$ cat src/rtl/param_fifo_pkg.sv
// rtl/param_fifo_pkg.sv - shared depth helper and pointer/count types for param_fifo_sync
package param_fifo_pkg;

    localparam int DEFAULT_ADDR_BITS = 3;

    // Number of words addressable by an address of the given width
    function automatic int fifo_depth(input int addr_bits);
        return 1 << addr_bits;
    endfunction

    // Extended pointer: low bits address the RAM, MSB is the wrap phase
    typedef logic [DEFAULT_ADDR_BITS:0] fifo_ptr_t;

    // Occupancy 0..DEPTH needs one bit more than the RAM address
    typedef logic [DEFAULT_ADDR_BITS:0] fifo_cnt_t;

endpackage

$ cat src/rtl/fifo_dp_ram.sv
// rtl/fifo_dp_ram.sv - simple dual-port RAM, registered read (async read with PARAM_FIFO_FWFT_EN)
module fifo_dp_ram #(
    parameter int DATA_BITS = 10,
    parameter int ADDR_BITS = 3
) (
    input  logic                 clk,
    input  logic                 reset,
    input  logic                 wr_en,
    input  logic [ADDR_BITS-1:0] wr_addr,
    input  logic [DATA_BITS-1:0] wr_data,
    input  logic                 rd_en,
    input  logic [ADDR_BITS-1:0] rd_addr,
    output logic [DATA_BITS-1:0] rd_data
);
    import param_fifo_pkg::*;

    localparam int DEPTH = fifo_depth(ADDR_BITS);

    logic [DATA_BITS-1:0] mem [DEPTH];

    // Storage array is never cleared; only written words are ever read
    always_ff @(posedge clk) begin
        if (wr_en) begin
            mem[wr_addr] <= wr_data;
        end
    end

`ifdef PARAM_FIFO_FWFT_EN
    // Head word is shown directly; the read port needs no clock or enable
    logic unused_rd_ctrl;
    assign unused_rd_ctrl = ^{reset, rd_en};
    assign rd_data = mem[rd_addr];
`else
    logic [DATA_BITS-1:0] rd_data_q;
    logic [DATA_BITS-1:0] rd_data_d;

    // Output register loads on a pop and otherwise holds the last popped word
    always_comb begin
        rd_data_d = rd_data_q;
        if (!reset) begin
            rd_data_d = '0;
        end else if (rd_en) begin
            rd_data_d = mem[rd_addr];
        end
    end

    // Read data register
    always_ff @(posedge clk) begin
        rd_data_q <= rd_data_d;
    end

    assign rd_data = rd_data_q;
`endif

endmodule

$ cat src/rtl/param_fifo_sync.sv
// rtl/param_fifo_sync.sv - synchronous FIFO with extended pointers, thresholds, error pulse; PARAM_FIFO_FWFT_EN selects fall-through read
module param_fifo_sync #(
    parameter int DATA_BITS = 10,
    parameter int ADDR_BITS = 3
) (
    input  logic                 clk,
    input  logic                 reset,
    input  logic                 wr_en,
    input  logic [DATA_BITS-1:0] wr_data,
    input  logic                 rd_en,
    output logic [DATA_BITS-1:0] rd_data,
    output logic                 rd_valid,
    output logic                 full,
    output logic                 empty,
    output logic                 almost_full,
    output logic                 almost_empty,
    output logic [ADDR_BITS:0]   count,
    input  logic [ADDR_BITS:0]   high_limit,
    input  logic [ADDR_BITS:0]   low_limit,
    output logic                 error_out
);
    import param_fifo_pkg::*;

    localparam int PTR_BITS = ADDR_BITS + 1;
    localparam logic [PTR_BITS-1:0] DEPTH_C = PTR_BITS'(fifo_depth(ADDR_BITS));
    localparam logic [PTR_BITS-1:0] PTR_ONE = PTR_BITS'(1);

    logic [PTR_BITS-1:0] wr_ptr_q, wr_ptr_d;
    logic [PTR_BITS-1:0] rd_ptr_q, rd_ptr_d;
    logic                error_q, error_d;
    logic                wr_acc, rd_acc;

    // Occupancy and flags come straight from the pointer difference
    always_comb begin
        count        = wr_ptr_q - rd_ptr_q;
        full         = (count == DEPTH_C);
        empty        = (count == '0);
        almost_full  = (count >= high_limit);
        almost_empty = (count <= low_limit);
        wr_acc       = wr_en & ~full;
        rd_acc       = rd_en & ~empty;
    end

    // Pointer advance and error detection; reset wins over any request
    always_comb begin
        wr_ptr_d = wr_ptr_q;
        rd_ptr_d = rd_ptr_q;
        error_d  = 1'b0;
        if (!reset) begin
            wr_ptr_d = '0;
            rd_ptr_d = '0;
        end else begin
            if (wr_acc) wr_ptr_d = wr_ptr_q + PTR_ONE;
            if (rd_acc) rd_ptr_d = rd_ptr_q + PTR_ONE;
            error_d = (wr_en & full) | (rd_en & empty);
        end
    end

    // Control state registers
    always_ff @(posedge clk) begin
        wr_ptr_q <= wr_ptr_d;
        rd_ptr_q <= rd_ptr_d;
        error_q  <= error_d;
    end

    assign error_out = error_q;

    fifo_dp_ram #(
        .DATA_BITS (DATA_BITS),
        .ADDR_BITS (ADDR_BITS)
    ) u_ram (
        .clk     (clk),
        .reset   (reset),
        .wr_en   (wr_acc & reset),
        .wr_addr (wr_ptr_q[ADDR_BITS-1:0]),
        .wr_data (wr_data),
        .rd_en   (rd_acc & reset),
        .rd_addr (rd_ptr_q[ADDR_BITS-1:0]),
        .rd_data (rd_data)
    );

`ifdef PARAM_FIFO_FWFT_EN
    assign rd_valid = ~empty;
`else
    logic rd_valid_q, rd_valid_d;

    // rd_valid marks the single cycle after a pop
    always_comb begin
        rd_valid_d = reset & rd_acc;
    end

    // rd_valid register
    always_ff @(posedge clk) begin
        rd_valid_q <= rd_valid_d;
    end

    assign rd_valid = rd_valid_q;
`endif

endmodule

$ cat config.mk
export PLATFORM = sky130hd
export DESIGN_NAME = param_fifo_sync
export DESIGN_NICKNAME = d
export VERILOG_FILES = /design/src/rtl/param_fifo_pkg.sv /design/src/rtl/fifo_dp_ram.sv /design/src/rtl/param_fifo_sync.sv
export SDC_FILE = /design/constraint.sdc
export NUM_CORES = 1
export LEC_CHECK = 0
export BUFFER_PORTS_ARGS = -buffer_cell sky130_fd_sc_hd__buf_4
export CAP_MARGIN = 20
export CORE_MARGIN = 2
export CORE_UTILIZATION = 23
export CTS_BUF_LIST = sky130_fd_sc_hd__clkbuf_8 sky130_fd_sc_hd__clkbuf_16
export DETAILED_ROUTE_END_ITERATION = 7
export HOLD_SLACK_MARGIN = 0.02
export PLACE_DENSITY = 0.49
export SETUP_SLACK_MARGIN = 0.05
export SLEW_MARGIN = 20
export SYNTH_ARGS = -nofsm -noshare
export SYNTH_HDL_FRONTEND = slang
export SYNTH_SLANG_ARGS = --single-unit
export TNS_END_PERCENT = 1
$ cat constraint.sdc
create_clock -name clk -period 3.7 [get_ports clk]
set_input_delay 0.74 -clock clk [delete_from_list [all_inputs] [get_ports clk]]
set_output_delay 0.74 -clock clk [all_outputs]
set_load 0.01 [all_outputs]
* Word-level counts from Yosys, hierarchy flattened
Memory sizes are Yosys's and may differ from the RTL's. A register that Yosys moved wholly into a read port is not among the register bits. Index checks and enable logic that the tools add are counted.
Word-level totals: memories 1, RAM bits 80, output and inout bits 20, logic and storage cells 24, register bits after elaboration 10, input bits 22
Operators by class: $add $sub $neg 3, magnitude comparators 2, bitwise operators 9, reduce and logical (&&, ||, !) cells 2, muxes and demuxes 2, equality and inequality tests 1
Memory list:
- u_ram.mem | depth 8, bits a word 10, rd ports 1, clocked after memory_dff 1, write ports 1, line fifo_dp_ram.sv:19 | logic [DATA_BITS-1:0] mem [DEPTH];
Operators by type and width (count):
- adder 4 x 1 -> 4 bit, second input constant | 2
- bitwise AND 1 bit | 6
- equality test 4 bit, second input constant | 1
- >= comparator 4 bit | 1
- <= comparator 4 bit | 1
- zero test 4 bit | 1
- subtractor 4 bit | 1
- 2-to-1 mux 1 bit | 2
- NOT 1 bit | 2
- zero test 1 bit | 1
- OR 1 bit | 1

* Longest topological paths before layout
word-level depth 7, gate-level depth with buffers 12, mapped depth without buffers 10

* Cells and area by module
Synthesis repeated with hierarchy kept, for this count alone.
Second synthesis, totals: cell total of the unflattened synthesis 292, area, all modules 4230.3 um2
By module, submodules not included:
- fifo_dp_ram | seq. area each 2602.5 um2, cells an instance 195, times used 1, area an instance 3438.3 um2
- param_fifo_sync | seq. area each 200.2 um2, cells an instance 97, times used 1, area an instance 792.0 um2

* Worst setup path after synthesis
OpenSTA, ideal clock, no wires.
path type register -> register, start point register rd_ptr_q[1], end point memory u_ram.mem[0][0] (enable), setup slack 0.223 ns, stages on the path, launching flop included 10, data arrival time 3.073 ns, library setup time 0.404 ns, data required time 3.296 ns, period minus slack after synthesis 3.477 ns, buffers on the path 2, cells stage by stage dfxtp_1 buf_1 inv_1 fa_1 xnor2_2 inv_2 or3_4 o31ai_4 buf_2 nor4_1
On the way: cells in the longest elaborated chain, start to end 7
Ends and longest elaborated chain:
- from (decl) | line param_fifo_sync.sv:29 | logic [PTR_BITS-1:0] rd_ptr_q, rd_ptr_d;
- from (signal assigned) | line param_fifo_sync.sv:62 | rd_ptr_q <= rd_ptr_d;
- subtractor 4 bit | line param_fifo_sync.sv:35 | count = wr_ptr_q - rd_ptr_q;
- via count[2] | line param_fifo_sync.sv:17 | output logic [ADDR_BITS:0] count,
- equality test 4 bit | line param_fifo_sync.sv:36 | full = (count == DEPTH_C);
- NOT 1 bit | line param_fifo_sync.sv:40 | wr_acc = wr_en & ~full;
- bitwise AND 1 bit | line param_fifo_sync.sv:40
- bitwise AND 1 bit | line param_fifo_sync.sv:74 | .wr_en (wr_acc & reset),
- 2-to-1 mux 1 bit | line fifo_dp_ram.sv:23 | if (wr_en) begin
- 2-to-1 mux 1 bit (implied by the code) | line fifo_dp_ram.sv:24 | mem[wr_addr] <= wr_data;
- to (decl) | line fifo_dp_ram.sv:19
The timed path passes the listed nets, and every way through them passes these cells.

* Worst setup path after layout
start point register wr_ptr_q[0], end point output almost_full
On the way: cells in the longest elaborated chain, start to end 2
Ends and longest elaborated chain:
- from (decl) | line param_fifo_sync.sv:28 | logic [PTR_BITS-1:0] wr_ptr_q, wr_ptr_d;
- from (signal assigned) | line param_fifo_sync.sv:61 | wr_ptr_q <= wr_ptr_d;
- subtractor 4 bit | line param_fifo_sync.sv:35
- >= comparator 4 bit | line param_fifo_sync.sv:38 | almost_full = (count >= high_limit);
- to (decl) | line param_fifo_sync.sv:15 | output logic almost_full,
No other way between the ends.

==> results_dict.tcl <==
set metrics [dict create \
    status "finished clean" \
    vias_per_cell 4.31 \
    min_from "u_ram.rd_data[9]" \
    syn_to_final_growth_pct 22.7 \
    drcViolationCount 0 \
    antenna_found_initial 0 \
    critical_path_required_ns 2.96 \
    power_density_mw_per_mm2 718 \
    hold_depth 2 \
    num_antenna_cells 0 \
    clk_pin_slew_worst_paths_ns 0.06 \
    timing.rr.end "u_ram.mem[5][0]" \
    drv_cap 0 \
    drt_wl_total_mm 9.39 \
    grt_usage_pct 10.0 \
    max_freq_mhz 285 \
    drive_gt1_share_pct 34.3 \
    fin_setup_tns_ns 0 \
    relSlewSlack_pct 37.3 \
    min_path_type "reg2reg" \
    synth_edf_count 80 \
    die_x_um 139 \
    crit_chain "inv_1, ha_1, inv_1, fa_2, ha_1, a21oi_1, maj3_1, maj3_1, inv_1, buf_4" \
    cts_max_level 3 \
    gp_congestion 0.736 \
    synth_flop_cell "edfxtp_1" \
    io_pins 42 \
    first_pass_iters 4 \
    arrival_ns 2.76 \
    start_kind "flip-flop" \
    fp.coreArea_mm2 0.0180 \
    grt_pass1_vias 2493 \
    peakVddDrop_mv 0.404 \
    grt_max_degree 27 \
    yosys_warnings 0 \
    r2r-start "wr_ptr_q[0]" \
    fp.dieH_um 139 \
    vias 2384 \
    dieArea_mm2 0.0194 \
    ff2ff_setup_slack_ns 0.70 \
    cpMostUsedCell "inv_1" \
    maxSlewViolCount 0 \
    rsz0062_at_grt "true" \
    max_stage_delay_ns 0.47 \
    cts_buffer_depth 2 \
    grt-ovfl-total 0 \
    cp_max_fo 4 \
    fin_skew_ns 0.00957 \
    hold_viol 0 \
    reg2reg_depth 11 \
    root_buffer "clkbuf_16" \
    worstMarginPinSlew_ns 0.934 \
    synthCells 264 \
    cts_tree "yes" \
    whs_endpoint "u_ram.rd_data[9]" \
    async_flop_share_pct 0 \
    synthesis.area_mm2 0.00421 \
    grt_pass1_wl_mm 14.6 \
    drt_first_iter_violations 125 \
    crit_slowest_cell "fa_2" \
    wl_per_cell_um 17.0 \
    endpoint_kind "primary output" \
    cp-startpoint "wr_ptr_q[0]" \
    syn_nets 297 \
    worstSetupPathType "reg2out" \
    start_util_pct 23.5 \
    numPortBuffers 41 \
    ys_seq_area_share_pct 66.5 \
    dpl.hpwl_mm 5.90 \
    syn_avg_cell_area_um2 16.0 \
    timing.final.crit_share_pct 94.7 \
    synth-seq-cells 100 \
    ant_nets 0 \
    numCtsBuffers 9 \
    fp-row-count 49 \
    finalPower_mw 3.71 \
    cts_sinks 100 \
    fin_crit_ns 3.50 \
    p_leak_nw 1.82 \
    finalSetupViolCount 0 \
    insertion_delay_ns 0.34 \
    fin_nets 352 \
    synth_cell_types 40 \
]
## per-stage QoR
| stage | worst slack (ns) | instance area, um2 | util [%] | hold slack, ns | cells |
|---|---|---|---|---|---|
| 2_1_floorplan | 0.223 | 4210 | - | 0.480 | 264 |
| 3_3_place_gp | 0.345 | 4860 | 27.1 | 0.496 | 535 |
| 3_5_place_dp | 0.295 | 4860 | 27.1 | 0.507 | 535 |
| 4_1_cts | 0.0109 | 5140 | 28.6 | 0.516 | 551 |
| 5_1_grt | 0.0301 | 5170 | 28.8 | 0.551 | 553 |
| 6_report | 0.197 | 5170 | 28.8 | 0.508 | 553 |
## layout make-up
class                           count  area (um2)
Multi-Input combinational cell    136        1320
Tap cell                          229         287
Sequential cell                   100        2810
Clock inverter                      6        38.8
Inverter                           16        60.1
Clock buffer                       10         239
Timing Repair Buffer               56         420
Fill cell                        1800       12800
## logic make-up (layout without fill, tap and decap cells)
family	Yosys count	in the layout	synth area share, %
adder cells (fa/ha/maj)	14	14	4.16
flip-flops	100	100	66.5
buffers and inverters	28	88	3.21
XOR/XNOR	6	6	1.43
AO/OA/AOI/OAI	23	23	5.55
AND/OR/NAND/NOR	69	69	7.51
multiplexers	24	24	11.6
## synth_stat cells (3+ instances only)
library cell | count | area [um2]
buf_2 | 3 | 15.0
mux4_2 | 20 | 450
inv_1 | 15 | 56.3
nand2_1 | 28 | 105
xnor2_1 | 4 | 35.0
a311oi_2 | 7 | 105
a311oi_1 | 3 | 26.3
nand2b_1 | 4 | 25.0
nor3_1 | 9 | 45.0
a21oi_1 | 5 | 25.0
edfxtp_1 | 80 | 2400
ha_1 | 10 | 125
mux2i_1 | 4 | 40.0
clkbuf_1 | 5 | 18.8
dfxtp_1 | 20 | 400
maj3_1 | 3 | 30.0
nor2_1 | 16 | 60.1
nand3_1 | 3 | 15.0
## registers in the layout, summed over array words and instances (netlist names)
name / cells
rd_ptr_q: 4
rd_valid: 1
u_ram.rd_data: 10
u_ram.mem: 80
error_out: 1
wr_ptr_q: 4
## power breakdown
group	internal (mW)	switching, mW
combinational	0.667	0.740
clock	0.475	0.404
sequential	1.35	0.0768
## layout by cell type, fill, tap and decap left out, drive strengths merged, types with 2 or more instances in the layout
cell type / Yosys / final
ha: 10 / 10
nor4: 2 / 2
buf: 7 / 56
nand3: 3 / 3
a21o: 2 / 2
clkinv: 0 / 3
nor2: 16 / 16
o31ai: 2 / 2
edfxtp: 80 / 80
a21oi: 5 / 5
a311oi: 10 / 10
clkbuf: 5 / 10
mux4: 20 / 20
or3: 2 / 2
xnor2: 5 / 5
nor3: 9 / 9
mux2i: 4 / 4
dfxtp: 20 / 20
o21ai: 2 / 2
maj3: 3 / 3
nand2: 28 / 28
nand2b: 4 / 4
inv: 16 / 19
## critical path: cells and delay by family (launching register included)
kind | cells | cell delay, ns
compound gates | 1 | 0.06
fa+ha+maj | 5 | 1.69
buf+inv | 4 | 0.32
flops | 1 | 0.36
## layer usage
layer,part of all wire [%],track usage [%]
met5,0,0
met2,49,16.2
met3,4.7,3.37
met1,45,12.9
met4,1.2,2.87
## how the worst max path moves through the flow
stage | endpoint | slack [ns] | depth (start not counted)
after floorplan | u_ram.mem[0][0] | 0.22 | 9
after global placement | almost_full | 0.34 | 10
after detailed placement | almost_full | 0.29 | 10
after CTS | almost_empty | 0.01 | 10
after global routing | almost_full | 0.03 | 10
final | almost_full | 0.20 | 10
## repair_timing
action | in CTS | in global routing
hold buffers | 0 | 0
setup endpoints to repair | 2 | 2
gates resized for setup | 1 | 5
gates cloned | 0 | 0
buffers inserted | 0 | 2
Note: power is estimated with default switching activity, not from simulation.
